File: config.mk
export PLATFORM = sky130hd
export DESIGN_NAME = i2s_multi_capture
export DESIGN_NICKNAME = d
export VERILOG_FILES = /design/src/rtl/i2s_multi_capture.sv
export SDC_FILE = /design/constraint.sdc
export NUM_CORES = 1
export LEC_CHECK = 0
export CAP_MARGIN = 0
export CORE_MARGIN = 5
export CORE_UTILIZATION = 55
export DETAILED_ROUTE_END_ITERATION = 7
export GPL_TIMING_DRIVEN = 0
export PLACE_DENSITY_LB_ADDON = 0.1
export SLEW_MARGIN = 15
export SYNTH_ARGS = -nofsm -noshare
export SYNTH_HDL_FRONTEND = slang
export SYNTH_SLANG_ARGS = --single-unit
File: constraint.sdc
create_clock -name clk -period 2.5 [get_ports clk]
set_input_delay 0.75 -clock clk [delete_from_list [all_inputs] [get_ports clk]]
set_output_delay 0.75 -clock clk [all_outputs]
set_load 0.02 [all_outputs]
File: src/rtl/i2s_multi_capture.sv
`default_nettype none
// i2s_multi_capture: I2S master for NUM_LINES stereo lines with channel mask, frame
// decimation and truncation, serialising kept frames MSB-byte-first onto a valid/ready stream.
module i2s_multi_capture #(
    parameter int CLK_FREQ      = 50_000_000,
    parameter int I2S_CLK_FREQ  = 1_500_000,
    parameter int NUM_LINES     = 2,
    parameter int SLOT_BITS     = 32,
    parameter int DATA_SIZE     = 24,
    parameter int OUT_BYTES     = 2,
    parameter int REDUCE_FACTOR = 2
) (
    input  logic                   clk,
    input  logic                   rst_n,
    input  logic                   enable,
    input  logic [2*NUM_LINES-1:0] chan_mask,
    output logic                   i2s_clk,
    output logic                   i2s_ws,
    input  logic [NUM_LINES-1:0]   i2s_sd,
    output logic [7:0]             byte_data,
    output logic                   byte_valid,
    input  logic                   byte_ready,
    output logic                   frame_start,
    output logic                   overflow,
    output logic [15:0]            drop_count
);

    localparam int DIV_RAW = CLK_FREQ / (2 * I2S_CLK_FREQ);
    localparam int DIV     = (DIV_RAW < 1) ? 1 : DIV_RAW;
    localparam int DW      = (DIV > 1) ? $clog2(DIV) : 1;
    localparam int NCH     = 2 * NUM_LINES;
    localparam int CW      = $clog2(NCH);
    localparam int SBW     = $clog2(SLOT_BITS);
    localparam int TB      = OUT_BYTES * 8;
    localparam int BW      = (OUT_BYTES > 1) ? $clog2(OUT_BYTES) : 1;
    localparam int FW      = (REDUCE_FACTOR > 1) ? $clog2(REDUCE_FACTOR) : 1;

    typedef enum logic [0:0] {
        S_IDLE = 1'b0,
        S_SEND = 1'b1
    } state_t;

    logic [DW-1:0]                r_div;
    logic                         r_i2s_clk;
    logic                         r_ws;
    logic [SBW-1:0]               r_bit;
    logic [FW-1:0]                r_frame;
    logic [NCH-1:0][DATA_SIZE-1:0] r_sh;
    logic [NCH-1:0][DATA_SIZE-1:0] w_sh_next;
    logic [NCH-1:0][TB-1:0]       w_snap_next;
    logic [NCH-1:0][TB-1:0]       r_snap;
    logic                         w_tick;
    logic                         w_rise;
    logic                         w_fall;
    logic                         w_data_bit;
    logic                         w_decide;
    logic                         w_keep;

    state_t                       r_state;
    state_t                       w_state_next;
    logic [NCH-1:0]               r_mask;
    logic [CW-1:0]                r_ch;
    logic [CW-1:0]                w_first_ch;
    logic [CW-1:0]                w_next_ch;
    logic                         w_has_next;
    logic [BW-1:0]                r_byte;
    logic                         r_first;
    logic                         r_overflow;
    logic [15:0]                  r_drops;
    logic                         w_valid;
    logic                         w_xfer;
    logic                         w_last_byte;
    logic                         w_load;
    logic                         w_drop;
    logic                         w_done;
    logic [TB-1:0]                w_sample;
    logic [7:0]                   w_byte;

    assign w_tick     = enable && (r_div == DW'(DIV - 1));
    assign w_rise     = w_tick && !r_i2s_clk;
    assign w_fall     = w_tick && r_i2s_clk;
    assign w_data_bit = (r_bit >= SBW'(1)) && (r_bit <= SBW'(DATA_SIZE));
    assign w_decide   = w_rise && r_ws && (r_bit == SBW'(SLOT_BITS - 1));
    assign w_keep     = w_decide && (r_frame == '0);

    // Only the shift register of the slot currently on the bus moves.
    always_comb begin
        w_sh_next = r_sh;
        if (w_data_bit) begin
            for (int l = 0; l < NUM_LINES; l++) begin
                for (int c = 0; c < 2; c++) begin
                    if (r_ws == 1'(c)) begin
                        w_sh_next[2*l+c] = {r_sh[2*l+c][DATA_SIZE-2:0], i2s_sd[l]};
                    end
                end
            end
        end
    end

    generate
        for (genvar c = 0; c < NCH; c++) begin : g_chan
            if (TB > DATA_SIZE) begin : g_pad
                assign w_snap_next[c] = {w_sh_next[c], {(TB - DATA_SIZE){1'b0}}};
            end else if (TB == DATA_SIZE) begin : g_exact
                assign w_snap_next[c] = w_sh_next[c];
            end else begin : g_cut
                assign w_snap_next[c] = w_sh_next[c][DATA_SIZE-1 -: TB];
            end
        end
    endgenerate

    always_ff @(posedge clk or negedge rst_n) begin
        if (!rst_n) begin
            r_div     <= '0;
            r_i2s_clk <= 1'b0;
            r_ws      <= 1'b0;
            r_bit     <= '0;
            r_frame   <= '0;
            r_sh      <= '0;
        end else if (!enable) begin
            r_div     <= '0;
            r_i2s_clk <= 1'b0;
            r_ws      <= 1'b0;
            r_bit     <= '0;
            r_frame   <= '0;
        end else begin
            if (w_tick) begin
                r_div     <= '0;
                r_i2s_clk <= ~r_i2s_clk;
            end else begin
                r_div <= r_div + 1'b1;
            end
            if (w_rise) begin
                r_sh <= w_sh_next;
            end
            if (w_fall) begin
                if (r_bit == SBW'(SLOT_BITS - 1)) begin
                    r_bit <= '0;
                    r_ws  <= ~r_ws;
                end else begin
                    r_bit <= r_bit + 1'b1;
                end
            end
            if (w_decide) begin
                r_frame <= (r_frame == FW'(REDUCE_FACTOR - 1)) ? '0 : r_frame + 1'b1;
            end
        end
    end

    assign w_valid     = (r_state == S_SEND);
    assign w_xfer      = w_valid && byte_ready;
    assign w_last_byte = (r_byte == BW'(OUT_BYTES - 1));
    // A kept frame landing while a frame is still in flight (even on its last byte) is dropped.
    assign w_load      = w_keep && (|chan_mask) && (r_state == S_IDLE);
    assign w_drop      = w_keep && (|chan_mask) && (r_state == S_SEND);
    assign w_done      = w_xfer && w_last_byte && !w_has_next;

    always_comb begin
        w_first_ch = '0;
        w_next_ch  = '0;
        w_has_next = 1'b0;
        for (int i = NCH - 1; i >= 0; i--) begin
            if (chan_mask[i]) begin
                w_first_ch = CW'(i);
            end
            if (r_mask[i] && (CW'(i) > r_ch)) begin
                w_has_next = 1'b1;
                w_next_ch  = CW'(i);
            end
        end
    end

    always_ff @(posedge clk or negedge rst_n) begin
        if (!rst_n) begin
            r_state <= S_IDLE;
        end else begin
            r_state <= w_state_next;
        end
    end

    always_comb begin
        w_state_next = r_state;
        case (r_state)
            S_IDLE: if (w_load) w_state_next = S_SEND;
            S_SEND: if (w_done) w_state_next = S_IDLE;
        endcase
    end

    always_ff @(posedge clk or negedge rst_n) begin
        if (!rst_n) begin
            r_snap     <= '0;
            r_mask     <= '0;
            r_ch       <= '0;
            r_byte     <= '0;
            r_first    <= 1'b0;
            r_overflow <= 1'b0;
            r_drops    <= '0;
        end else begin
            if (w_load) begin
                r_snap  <= w_snap_next;
                r_mask  <= chan_mask;
                r_ch    <= w_first_ch;
                r_byte  <= '0;
                r_first <= 1'b1;
            end else if (w_xfer) begin
                r_first <= 1'b0;
                if (w_last_byte) begin
                    r_byte <= '0;
                    r_ch   <= w_next_ch;
                end else begin
                    r_byte <= r_byte + 1'b1;
                end
            end
            if (w_drop) begin
                r_overflow <= 1'b1;
                if (r_drops != 16'hFFFF) begin
                    r_drops <= r_drops + 1'b1;
                end
            end
        end
    end

    always_comb begin
        w_sample = '0;
        for (int c = 0; c < NCH; c++) begin
            if (r_ch == CW'(c)) w_sample = r_snap[c];
        end
    end

    always_comb begin
        w_byte = '0;
        for (int b = 0; b < OUT_BYTES; b++) begin
            if (r_byte == BW'(OUT_BYTES - 1 - b)) w_byte = w_sample[b*8 +: 8];
        end
    end

    assign i2s_clk     = r_i2s_clk;
    assign i2s_ws      = r_ws;
    assign byte_valid  = w_valid;
    assign byte_data   = w_valid ? w_byte : 8'h00;
    assign frame_start = w_valid && r_first;
    assign overflow    = r_overflow;
    assign drop_count  = r_drops;

endmodule
`default_nettype wire

==> metrics.log, run 1 <==
INFO  metric combPwrFrac = between 20% and 30%
INFO  metric crit_required = around 1800 ps
INFO  metric die-width = 136 um
INFO  metric multi_input_area = 0.00367 sq mm
INFO  metric pwr_density_cell = roughly 750 mW/mm^2
INFO  metric clockRootBuffer = sky130_fd_sc_hd__clkbuf_16
INFO  metric sequential_cell_area = between 0.004 and 0.005 sq mm
INFO  metric floorplan.die_area = ~0.018 sq mm
INFO  metric crit_arrival = roughly 1900 ps
INFO  metric drt-total-wl = between 15000 and 20000 um
INFO  metric postSynthRegisterBits = between 150 and 200
INFO  metric synth_cells = ~780
INFO  metric number_of_enable_flip_flop_cells_after_synthesis = 0
INFO  metric antenna_violating_nets_post_route = 0
INFO  metric drv_cap = 0
INFO  metric timing.critical_path.buf_inv = 4
INFO  metric fin_worst_hold_slack = 295 ps
INFO  metric wire_length_of_the_first_global_routing_pass = 31400 um
INFO  metric syn2layout_area_growth = 19.7%
INFO  metric syn-mean-instance-area = 11.2 sq um
INFO  metric worst-setup-path-type = register to primary output
INFO  metric cp_cell_sequence = buf_6, clkbuf_16, clkbuf_16, nor2_4, a21oi_2, nor2_1, o31a_1, buf_6
INFO  metric grt.total_usage = a little over a fifth
INFO  metric io_buffer_count = 38
INFO  metric irDropWorstVdd = 0.604 mV
INFO  metric grt_antenna_before_repair = 0
INFO  metric post_route_cells_drive_above_1_share = 27.1%
INFO  metric switchingPower = approximately 2.2 mW
INFO  metric crit_path_max_fanout = 8
INFO  metric violations = negative setup slack
INFO  metric filler_cell_count = 1206
INFO  metric cts_tree = done
INFO  metric cts_made_buffers = 17
INFO  metric timing.slew.headroom = a little under three fifths
INFO  metric worstSetupStartpointType = register
INFO  metric cts.reportedPaths.clkPinSlew = ~70 ps
INFO  metric power.switching_fraction = about 28%
INFO  metric sink_count_of_the_clock_tree = 197
INFO  metric critical_path.max_stage_delay = about 410 ps
INFO  metric run_status = complete, but fails checks
INFO  metric ctsHtreeMaxLevel = 4
INFO  metric worstMarginPinSlew = between 600 and 700 ps
INFO  metric pwr-share-clk = 36.2%
INFO  metric synth_top_cell_by_area = sky130_fd_sc_hd__dfrtp_1
INFO  metric maximum_clock_frequency = about 0.37 GHz
INFO  metric std_cell_rows = 46
INFO  metric clk-insertion-delay-late = roughly 430 ps
INFO  metric nNetsFinal = about 870
INFO  metric detailroute.via_count = 6076
INFO  metric p_total = approximately 7.9 mW
INFO  metric synth.yosys.seq_area_share = 56.5%
INFO  metric drt_first_pass_iters = 6
INFO  metric setup-violations-final = 8
INFO  metric postSynthNetCount = slightly below 800
INFO  metric netlist_top_cells_area = sky130_fd_sc_hd__dfrtp_1, sky130_fd_sc_hd__mux2_2, sky130_fd_sc_hd__a21oi_1, sky130_fd_sc_hd__nor2_1, sky130_fd_sc_hd__mux4_2
INFO  metric final.period_utilization = 108%
INFO  metric postSynth.asyncResetShare = 100%
INFO  metric internal_power = approximately 5.7 mW
INFO  metric r2r_cells = 11
INFO  metric post-route-drc-count = 0
INFO  metric crit_family = buffers and inverters
INFO  metric synthesized_cell_area = 0.00873 sq mm
INFO  metric pin_count = 39
INFO  metric overflow = 0
INFO  metric core_area = roughly 0.016 sq mm
INFO  metric critical_path_sink_type = primary output
INFO  metric yosys_warn_count = 0
INFO  metric ys_dominant_reg_cell = sky130_fd_sc_hd__dfrtp_1
INFO  metric power.static_leakage = roughly 4.9 nW
INFO  metric setup_ws_final = -190 ps
INFO  metric skew = approximately 11 ps
INFO  metric yosys.cell_types.count = 50
INFO  metric class_of_the_tightest_hold_or_removal_check = input port to asynchronous set/reset pin
INFO  metric wl_per_cell = between 15 and 20 um
INFO  metric detailed_place_hpwl = between 10000 and 15000 um
INFO  metric initial_core_util = a little under three fifths
INFO  metric layout.cells.most_common_list = sky130_fd_sc_hd__dfrtp_1, sky130_fd_sc_hd__nor2_1, sky130_fd_sc_hd__a21oi_1
INFO  metric n_antenna_cell = 0
INFO  metric mostFrequentLayoutCell = sky130_fd_sc_hd__dfrtp_1
INFO  metric first_iter_violations = a little under 500
INFO  metric overall_die_height = about 140 um
INFO  metric power_frac_seq = between 40% and 50%
INFO  metric worst-path-stages = 8
INFO  metric viasPerCell = roughly 5.6
INFO  metric placement.setup.worst_slack = -773 ps
INFO  metric setup-tns-final = -1260 ps
INFO  metric crit_path_max_delay_cell_type = sky130_fd_sc_hd__dfrtp_1
INFO  metric slew_violations = 0
INFO  metric grt_pass1_vias = 6133
INFO  metric rsz0062_at_grt = yes
INFO  metric finalWeightedCongestion = between 0.9 and 1
INFO  metric synth_top_area_share = 56.5%
INFO  metric utilization_of_the_core_after_routing = 66.5%
INFO  metric timing.final.hold_violations = 0
INFO  metric cts_buffer_depth = 2
INFO  metric layout_min_cycle_time = ~2700 ps
INFO  metric grt_max_degree = about 110
worst reg2reg max path, stage by stage (launching register included):
cell	delay (ps)
sky130_fd_sc_hd__dfrtp_1	410
sky130_fd_sc_hd__ha_2	230
sky130_fd_sc_hd__and3_4	200
sky130_fd_sc_hd__ha_4	150
sky130_fd_sc_hd__nand3b_4	100
sky130_fd_sc_hd__nor4_4	350
sky130_fd_sc_hd__buf_4	170
sky130_fd_sc_hd__nor2b_2	120
sky130_fd_sc_hd__buf_4	180
sky130_fd_sc_hd__buf_4	190
sky130_fd_sc_hd__nor2_1	60
sky130_fd_sc_hd__a21oi_1	170
path summary, 6_finish.rpt:
kind                                endpoint  slack [ps]      from
worst min register to register      overflow         480  overflow
worst max register to register    r_snap[61]          70  r_bit[1]
min in group clk                    overflow         480  overflow
worst min-delay path                r_div[2]         300     rst_n
max in group asynchronous           r_sh[29]        1240     rst_n
worst max-delay path            byte_data[2]        -190   r_ch[0]
stage by stage:
stage               cell area [sq um]  instances
floorplan                        8740        779
global placement                 9390       1033
detailed placement               9420       1034
CTS                             10200       1073
global route                    10500       1083
finish                          10500       1083
power groups by stage:
stage | logic (mW) | registers, mW | clock network [mW]
global route | 1.71 | 3.44 | 3.03
global placement | 1.18 | 3.46 | 0
finish | 1.59 | 3.43 | 2.84
floorplan | 0.830 | 3.42 | 0
CTS | 1.41 | 3.44 | 2.89
detailed placement | 1.22 | 3.45 | 0
timing repair:
action,CTS,global route
gates cloned,2,1
setup buffers,9,9
pin swaps,6,13
resized for setup,82,39
setup endpoints to repair,141,109
hold buffers,0,0
routing by layer:
layer	track usage, %	routed length, um	vias to the layer above
met1	29.5	8430	3074
met5	0	0	-
met3	5.33	1050	23
met4	6.16	350	0
met2	35.5	9330	152
li1	-	-	2827
state kept, by name, indices dropped and copies added (netlist names), 2 cells and up:
signal / count
r_sh: 96
r_div: 4
r_bit: 5
r_snap: 64
r_mask: 3
drop_count: 16
r_ch: 2
synthesized netlist by cell type, types with 12 or more instances:
cell and instances:
sky130_fd_sc_hd__a21oi_1 107, sky130_fd_sc_hd__inv_1 12, sky130_fd_sc_hd__o21ai_0 19, sky130_fd_sc_hd__clkbuf_1 23, sky130_fd_sc_hd__nor2_1 111, sky130_fd_sc_hd__dfrtp_1 197
sky130_fd_sc_hd__nand3_1 12, sky130_fd_sc_hd__buf_2 15, sky130_fd_sc_hd__mux2_2 95, sky130_fd_sc_hd__xnor2_1 15, sky130_fd_sc_hd__nand2_1 58
final cells by class:
class	instances	area share [%]
Clock buffer	19	4.24
Clock inverter	12	1.64
Timing Repair Buffer	60	5.58
Buffer	46	3.15
Inverter	12	0.431
Multi-Input combinational cell	521	35.2
Sequential cell	197	47.2
Tap cell	216	2.59
cell families (layout without fill, tap and decap cells):
family	count (synthesis)	in the layout	synth area share, %
AO/OA/AOI/OAI	144	144	8.93
XOR/XNOR	17	17	1.71
adder cells (fa/ha/maj)	6	6	0.860
buffers and inverters	61	149	3.40
flip-flops	197	197	56.5
multiplexers	118	118	16.4
AND/OR/NAND/NOR	236	236	12.2
Note: power is estimated with default switching activity, not from simulation.
==> run 2, diff against run 1 <==
--- a/config.mk
+++ b/config.mk
@@ -10,7 +10,7 @@
 export CORE_UTILIZATION = 55
 export DETAILED_ROUTE_END_ITERATION = 7
 export GPL_TIMING_DRIVEN = 0
-export PLACE_DENSITY_LB_ADDON = 0.1
+export PLACE_DENSITY = 0.74
 export SLEW_MARGIN = 15
 export SYNTH_ARGS = -nofsm -noshare
 export SYNTH_HDL_FRONTEND = slang
==> metrics.log, run 2 (synthesized netlist as in run 1, its figures left out) <==
INFO  metric run_status = complete, but fails checks
INFO  metric violations = negative setup slack
INFO  metric pin_count = 39
INFO  metric die-width = roughly 140 um
INFO  metric post-route-drc-count = 0
INFO  metric crit_path_max_fanout = 4
INFO  metric post_route_cells_drive_above_1_share = between 20% and 30%
INFO  metric detailroute.via_count = 6165
INFO  metric clk-insertion-delay-late = roughly 440 ps
INFO  metric ctsHoldBuffers = 0
INFO  metric drt-total-wl = a little under 20000 um
INFO  metric final.period_utilization = 110%
INFO  metric rsz0062_at_grt = yes
INFO  metric floorplan.die_area = between 0.015 and 0.02 sq mm
INFO  metric critical_path_sink_type = primary output
INFO  metric clockRootBuffer = sky130_fd_sc_hd__clkbuf_16
INFO  metric sink_count_of_the_clock_tree = around 200
INFO  metric viasPerCell = 5.70
INFO  metric worstSetupStartpointType = register
INFO  metric critical_path.max_stage_delay = slightly below 500 ps
INFO  metric worstMarginPinSlew = 667 ps
INFO  metric overall_die_height = 136 um
INFO  metric drv_cap = 0
INFO  metric setup-violations-final = 8
INFO  metric placedInstanceArea = between 0.009 and 0.01 sq mm
INFO  metric overflow = 0
INFO  metric first_iter_violations = roughly 530
INFO  metric io_buffer_count = 38
INFO  metric filler_cell_count = 1161
INFO  metric grt.total_usage = 22.3%
INFO  metric utilization_of_the_core_after_routing = between 60% and 70%
INFO  metric initial_core_util = a little under three fifths
INFO  metric syn2layout_area_growth = 18.5%
INFO  metric n_antenna_cell = 0
INFO  metric grt_pass1_vias = 6305
INFO  metric class_of_the_tightest_hold_or_removal_check = input port to asynchronous set/reset pin
INFO  metric setup_ws_final = -245 ps
INFO  metric layout.cells.most_common_list = sky130_fd_sc_hd__dfrtp_1, sky130_fd_sc_hd__nor2_1, sky130_fd_sc_hd__a21oi_1
INFO  metric cts_tree = done
INFO  metric cts.reportedPaths.clkPinSlew = about 70 ps
INFO  metric std_cell_rows = 46
INFO  metric largest_register = r_sh
INFO  metric detailed_place_hpwl = ~14000 um
INFO  metric postLayoutCellArea = slightly above 0.01 sq mm
INFO  metric core_area = ~0.016 sq mm
INFO  metric worst-setup-path-type = register to primary output
INFO  metric antenna_violating_nets_post_route = 0
INFO  metric grt_max_degree = roughly 110
INFO  metric crit_required = approximately 1800 ps
INFO  metric cp_cell_sequence = buf_6, buf_12, mux4_2, mux2i_1, nor2b_2, buf_6
INFO  metric numPlacedInstances = 1034
INFO  metric wire_length_of_the_first_global_routing_pass = around 32000 um
INFO  metric ctsHtreeMaxLevel = 4
INFO  metric finalWeightedCongestion = 0.908
INFO  metric sequential_cell_area = ~0.0049 sq mm
INFO  metric crit_path_max_delay_cell_type = sky130_fd_sc_hd__mux4_2
INFO  metric slew_violations = 0
INFO  metric timing.slew.headroom = between 50% and 60%
INFO  metric power.static_leakage = roughly 4.9 nW
INFO  metric p_total = approximately 7.5 mW
INFO  metric critical_path.most_common_cell = sky130_fd_sc_hd__buf_6
INFO  metric nNetsFinal = around 870
INFO  metric mostFrequentLayoutCell = sky130_fd_sc_hd__dfrtp_1
INFO  metric cts_buffer_depth = 2
INFO  metric fin_cells = about 1100
INFO  metric skew = a little under 8 ps
INFO  metric pwr_density_cell = ~730 mW/mm^2
INFO  metric timing.final.hold_violations = 0
INFO  metric grt_antenna_before_repair = 0
INFO  metric wl_per_cell = roughly 18 um
INFO  metric layout_min_cycle_time = approximately 2700 ps
INFO  metric largest_register_ffs = between 90 and 100
INFO  metric crit_arrival = ~2000 ps
INFO  metric drt_first_pass_iters = 5
INFO  metric multi_input_area = 0.00363 sq mm
INFO  metric cts_made_buffers = 17
INFO  metric maximum_clock_frequency = about 0.36 GHz
INFO  metric irDropWorstVdd = roughly 0.54 mV
INFO  metric setup-tns-final = -1540 ps
## run 2: changes by cell type in the layout (fill, tap and decap cells not counted), sizes merged
cell and delta:
buf -2, bufinv -3, clkbuf -1, clkinvlp +1, inv +4
## run 2: critical path, delay by kind of cell, from the launching register on
family,cells,cell delay (ps)
multiplexers,2,690
flip-flops,1,400
buffers and inverters,3,390
AND/OR/NAND/NOR,1,90
## run 2: final cells by class
cell class	instances	area share, %
sequential	197	47.7
inverter	12	0.436
clock buffer	18	4.15
tap	216	2.61
multi-input combinational	521	35.1
clock inverter	14	1.13
timing repair buffer	58	5.46
buffer	46	3.34
## run 2: worst paths after layout
path,startpoint,end,slack [ps],cells past startpoint
worst min register to register,r_sh[29],r_sh[30],490,1
min in group clk,r_sh[29],r_sh[30],490,1
worst max-delay path,r_ch[0],byte_data[3],-240,6
worst max register to register,r_bit[1],r_mask[1],50,12
max in group asynchronous,rst_n,r_sh[34],1250,2
worst min-delay path,rst_n,r_div[2],300,1
## run 2: where the power goes
group | switching, mW | internal (mW)
registers | 0.132 | 3.30
logic | 0.786 | 0.754
clock network | 1.26 | 1.30
## run 2: per-stage QoR
| stage | setup slack (ps) | hold WS, ps |
|---|---|---|
| finish | -245 | 298 |
| global route | -301 | 356 |
| CTS | -208 | 323 |
| detailed placement | -805 | 488 |
| global placement | -6940 | 463 |
| floorplan | 83.8 | 452 |
## run 2: timing repair
action,in CTS,in global routing
cloned,1,0
endpoints found under the setup margin,107,115
gates resized for setup,79,43
setup buffers,11,7
pin swaps,3,9
## run 2: layer usage
| layer | vias to the layer above | global-route usage (%) | share of wire (%) |
|---|---|---|---|
| li1 | 2826 | - | - |
| met1 | 3090 | 29.8 | 42 |
| met2 | 206 | 36.3 | 49 |
| met3 | 43 | 3.92 | 5.3 |
| met4 | 0 | 9.07 | 2.9 |
| met5 | - | 0 | 0 |
==> run 3, diff against run 2 <==
--- a/config.mk
+++ b/config.mk
@@ -11,7 +11,7 @@
 export DETAILED_ROUTE_END_ITERATION = 7
 export GPL_TIMING_DRIVEN = 0
 export PLACE_DENSITY = 0.74
-export SLEW_MARGIN = 15
+export SLEW_MARGIN = 5
 export SYNTH_ARGS = -nofsm -noshare
 export SYNTH_HDL_FRONTEND = slang
 export SYNTH_SLANG_ARGS = --single-unit
==> results of run 3 <==
The final DEF is identical to that of run 2; final timing and power are the same.
